[config.mk]
export PLATFORM = sky130hd
export DESIGN_NAME = prog_loader
export DESIGN_NICKNAME = d
export VERILOG_FILES = /design/src/rtl/prog_loader.sv
export SDC_FILE = /design/constraint.sdc
export NUM_CORES = 1
export LEC_CHECK = 0
export ABC_AREA = 1
export BUFFER_PORTS_ARGS = -buffer_cell sky130_fd_sc_hd__buf_2
export CELL_PAD_IN_SITES_DETAIL_PLACEMENT = 1
export CELL_PAD_IN_SITES_GLOBAL_PLACEMENT = 2
export CORE_AREA = 4 4 139 141
export CTS_CLUSTER_SIZE = 20
export DETAILED_ROUTE_END_ITERATION = 10
export DIE_AREA = 0 0 143 145
export HOLD_SLACK_MARGIN = 0.08
export PLACE_DENSITY_LB_ADDON = 0.2
export SLEW_MARGIN = 20
export SYNTH_ARGS = -nofsm -noshare
export SYNTH_HDL_FRONTEND = slang
export SYNTH_SLANG_ARGS = --single-unit
[constraint.sdc]
create_clock -name clk -period 3.05 [get_ports clk]
set_clock_uncertainty 0.2 [all_clocks]
set_input_delay 0.61 -clock clk [delete_from_list [all_inputs] [get_ports clk]]
set_output_delay 0.61 -clock clk [all_outputs]
set_load 0.02 [all_outputs]
[src/rtl/prog_loader.sv]
// Program loader: streams 16 host bytes into a 16x8 program RAM, optionally
// verifies a trailing two's-complement checksum byte, and holds the CPU core
// in reset until a load completes cleanly.
module prog_loader #(
   parameter bit CHK_EN = 1'b1
) (
   input  logic       clk,
   input  logic       n_reset,
   input  logic       load_en,
   input  logic       ser_valid,
   input  logic [7:0] ser_data,
   output logic       ser_ready,
   input  logic [3:0] Adr,
   output logic [3:0] Instr,
   output logic [3:0] Im,
   output logic       cpu_n_reset,
   output logic       load_err
);

   typedef enum logic [2:0] {
      S_RUN     = 3'd0,
      S_LOAD    = 3'd1,
      S_CHECK   = 3'd2,
      S_RELEASE = 3'd3,
      S_ERROR   = 3'd4
   } state_t;

   state_t           state, state_nx;
   logic [15:0][7:0] mem;
   logic [3:0]       wr_ptr;
   logic [7:0]       sum;
   logic [7:0]       chk_exp;
   logic             load_en_q;
   logic             rise, fall, xfer;

   // load_en_q resets high so a level already asserted at reset release is not a rise
   assign rise      = load_en & ~load_en_q;
   assign fall      = ~load_en & load_en_q;
   assign ser_ready = (state == S_LOAD) || (state == S_CHECK);
   assign xfer      = ser_valid & ser_ready;
   assign chk_exp   = ~sum + 8'd1;

   // Next-state decode; an abort on load_en fall takes priority over any transfer
   always_comb begin
      state_nx = state;
      case (state)
         S_RUN:     if (rise) state_nx = S_LOAD;
         S_LOAD: begin
            if (fall)
               state_nx = S_ERROR;
            else if (xfer && wr_ptr == 4'd15)
               state_nx = CHK_EN ? S_CHECK : S_RELEASE;
         end
         S_CHECK: begin
            if (fall)
               state_nx = S_ERROR;
            else if (xfer)
               state_nx = (ser_data == chk_exp) ? S_RELEASE : S_ERROR;
         end
         S_RELEASE: state_nx = S_RUN;
         S_ERROR:   if (rise) state_nx = S_LOAD;
         default:   state_nx = S_RUN;
      endcase
   end

   // Zero-latency program fetch, gated to zero whenever the CPU is not running
   always_comb begin
      Instr = '0;
      Im    = '0;
      if (state == S_RUN) begin
         Instr = mem[Adr][7:4];
         Im    = mem[Adr][3:0];
      end
   end

   // State, program RAM, running checksum and registered CPU reset / error flag
   always_ff @(posedge clk or negedge n_reset) begin
      if (!n_reset) begin
         state       <= S_RUN;
         mem         <= '0;
         wr_ptr      <= '0;
         sum         <= '0;
         load_err    <= 1'b0;
         cpu_n_reset <= 1'b0;
         load_en_q   <= 1'b1;
      end else begin
         state       <= state_nx;
         load_en_q   <= load_en;
         cpu_n_reset <= (state_nx == S_RUN);
         if (state_nx == S_LOAD && state != S_LOAD) begin
            wr_ptr   <= '0;
            sum      <= '0;
            load_err <= 1'b0;
         end else if (state == S_LOAD && xfer && !fall) begin
            mem[wr_ptr] <= ser_data;
            sum         <= sum + ser_data;
            wr_ptr      <= wr_ptr + 4'd1;
         end
         if (state_nx == S_ERROR && state != S_ERROR)
            load_err <= 1'b1;
      end
   end

endmodule
==> results.ini <==
[run_status]
status = complete, no violations

[setup_path]
worstRegToRegCells = 7
r2r-start = state[2]$_DFF_PN0_
setup.worst_path.start_class = input port
worst_ep_arrival_time_ps = 2000
startpoint = Adr[0]
path_max_fanout = 36
worstSetupPathType = in -> out
r2r_end = mem[89]$_DFFE_PN0P_
crit_path_end_kind = output port
reg2reg_slack_ps = 870
worstPathRequired_ps = 2240

[sta]
fin_crit_ps = 2810
worst_pin_slew_ps = 700
final_hold_viol_count = 0
relSlewSlack_pct = 53.3
maxSlewViolCount = 0
fmax_mhz = 356
fin_tns_setup_ps = 0
rsz0062_at_grt = false
timing.final.crit_share_pct = 92.1
finalSetupViolCount = 0

[power]
p_leak_nw = 3.88
ir_drop_v = 0.000416
power.total_mw = 6.31
p_per_area_nw_per_um2 = 753

[synthesis]
yosysMostFrequentCell = nand2_1
ys_types = 32
synthesis.area_sq_um = 7460
synth_area_leaders = dfrtp_1 49%, nand2_1 9.5%, o21ai_0 7.3%
async_flop_share_pct = 100
ys.flop_type = dfrtp_1
synth_top_area_cell = dfrtp_1
synthTopCellsByCount = 188 x nand2_1, 145 x dfrtp_1, 109 x o21ai_0, 82 x nor2_1, 63 x o21ai_1
synth_fp_nets = 878
ys_ff_latch = 146
netlist.area_leader.share_pct = 48.6
seq_area_frac_synth_pct = 49.0
synth_edf_count = 0
syn_area_per_cell_sq_um = 8.79
yosysWarnings = 0
syn_inst = 849

[routing]
ant_nets = 0
drc = 0
drtPass1Iterations = 5
route.final.wire_length_mm = 21.7
wl_per_cell_microns = 19.6
drt_iter0_markers = 296
num_vias = 6065
viasPerCell = 5.47

[clock_tree]
cts_sinks = 146
numCtsBuffers = 17
cts_max_level = 4
clkSlewWorstSetupHoldPaths_ps = 60
cts_tree = built
root_buffer = clkbuf_16
cts_resized = 0
clk_latency_ps = 420
cts_buffer_depth = 2

[run]
drv_cap = 0

[finish]
drive_above_1_share_pct = 15.9
fillers = 2114
layout.nets = 896
diodes = 0
syn_to_final_growth_pct = 12.4
fin_cells = 1109

[floorplanning]
die-area_sq_um = 20700
start_util_pct = 41.5
dieWidth_microns = 143
die_h_microns = 145
io_pins = 27
core_sq_um = 18000
rows = 49

[grt]
grt_use_total_pct = 21.7
grt_pass1_vias = 6330
grt_first_pass_wirelength_mm = 35.3
grt_max_degree = 61
overflow = 0
antenna_found_initial = 0

[placement]
gp_congestion = 0.818
dpl.hpwl_mm = 14.6
place_inst = 1075
port_buffers = 26

[worst_hold_path]
hold_end = mem[96]$_DFFE_PN0P_
whs_path_depth = 2
hp-class = reg -> reg
hp-start = mem[96]$_DFFE_PN0P_

## layout by cell type, fill, tap and decap left out, drive strengths merged
cell	synthesis	final
nand2	198	198
o21ai	198	198
dfrtp	145	145
nor2	88	88
inv	48	48
buf	22	47
nand3	28	28
clkbuf	28	23
o221ai	21	21
o22ai	17	17
a21oi	14	14
o211ai	12	12
ha	12	12
xor2	6	6
xnor2	4	4
bufinv	0	4
clkinv	0	4
nor3	3	3
nand4	2	2
dlygate4sd3	0	2
o22a	1	1
fa	1	1
clkinvlp	0	1
dfstp	1	1
## metal layers
metal,share of wire [%],vias up,global-route usage [%]
li1,-,2905,-
met1,46,3016,29.3
met2,49,117,35.6
met3,3.6,27,4.34
met4,1.7,0,5.94
met5,0,-,0
## flip-flops by register name, summed over array words and instances, names as in the netlist
name / count
mem: 128
sum: 8
wr_ptr: 4
state: 3
cpu_n_reset: 1
load_en_q: 1
load_err: 1
## power by group
part	internal (mW)	switching [mW]	leakage, nW
sequential	2.30	0.256	1.98
clock	1.39	0.817	0.295
combinational	0.559	0.991	1.60
total	4.25	2.07	3.88
## how the worst max path moves through the flow
stage                  to  slack [ps]  depth (start not counted)
finish              Im[0]         240                          7
global route        Im[0]          80                          7
CTS                 Im[0]         210                          7
detailed placement  Im[0]         220                          7
global placement    Im[0]         210                          7
floorplan           Im[1]         410                          7
## critical path, cell delays in order
cell,delay [ps]
buf_2,130
buf_4,350
o21ai_0,170
o221ai_1,230
nand3_1,140
a21oi_1,170
buf_2,190
## stage by stage
stage	instance area [sq um]	utilization (%)	setup WS [ps]	hold WS [ps]
2_1_floorplan	7460	-	407	114
3_3_place_gp	7750	43.2	207	260
3_5_place_dp	7750	43.2	217	270
4_1_cts	8380	46.6	205	84.7
5_1_grt	8390	46.7	78.0	304
6_report	8390	46.7	242	284
## cell type report
class / count / area (sq um) / area share [%]
sequential: 146 / 3650 / 43.6
clock buffer: 23 / 458 / 5.46
inverter: 48 / 180 / 2.15
multi-input combinational: 605 / 3300 / 39.4
timing repair buffer: 49 / 352 / 4.19
tap: 229 / 287 / 3.42
clock inverter: 9 / 155 / 1.85
## cell families (layout without fill, tap and decap cells)
| kind of cell | Yosys count | in the layout | synth area share [%] |
|---|---|---|---|
| compound gates | 263 | 263 | 20.8 |
| xor+xnor | 10 | 10 | 1.17 |
| fa+ha+maj | 13 | 13 | 2.28 |
| buf+inv | 98 | 129 | 6.76 |
| flops | 146 | 146 | 49.0 |
| simple gates | 319 | 319 | 20.0 |
## repair_timing
item,in CTS,in global routing
endpoints found under the hold margin,57,1
setup buffers,0,0
hold buffers,1,1
No activity file was read; power rests on OpenSTA's default activity.
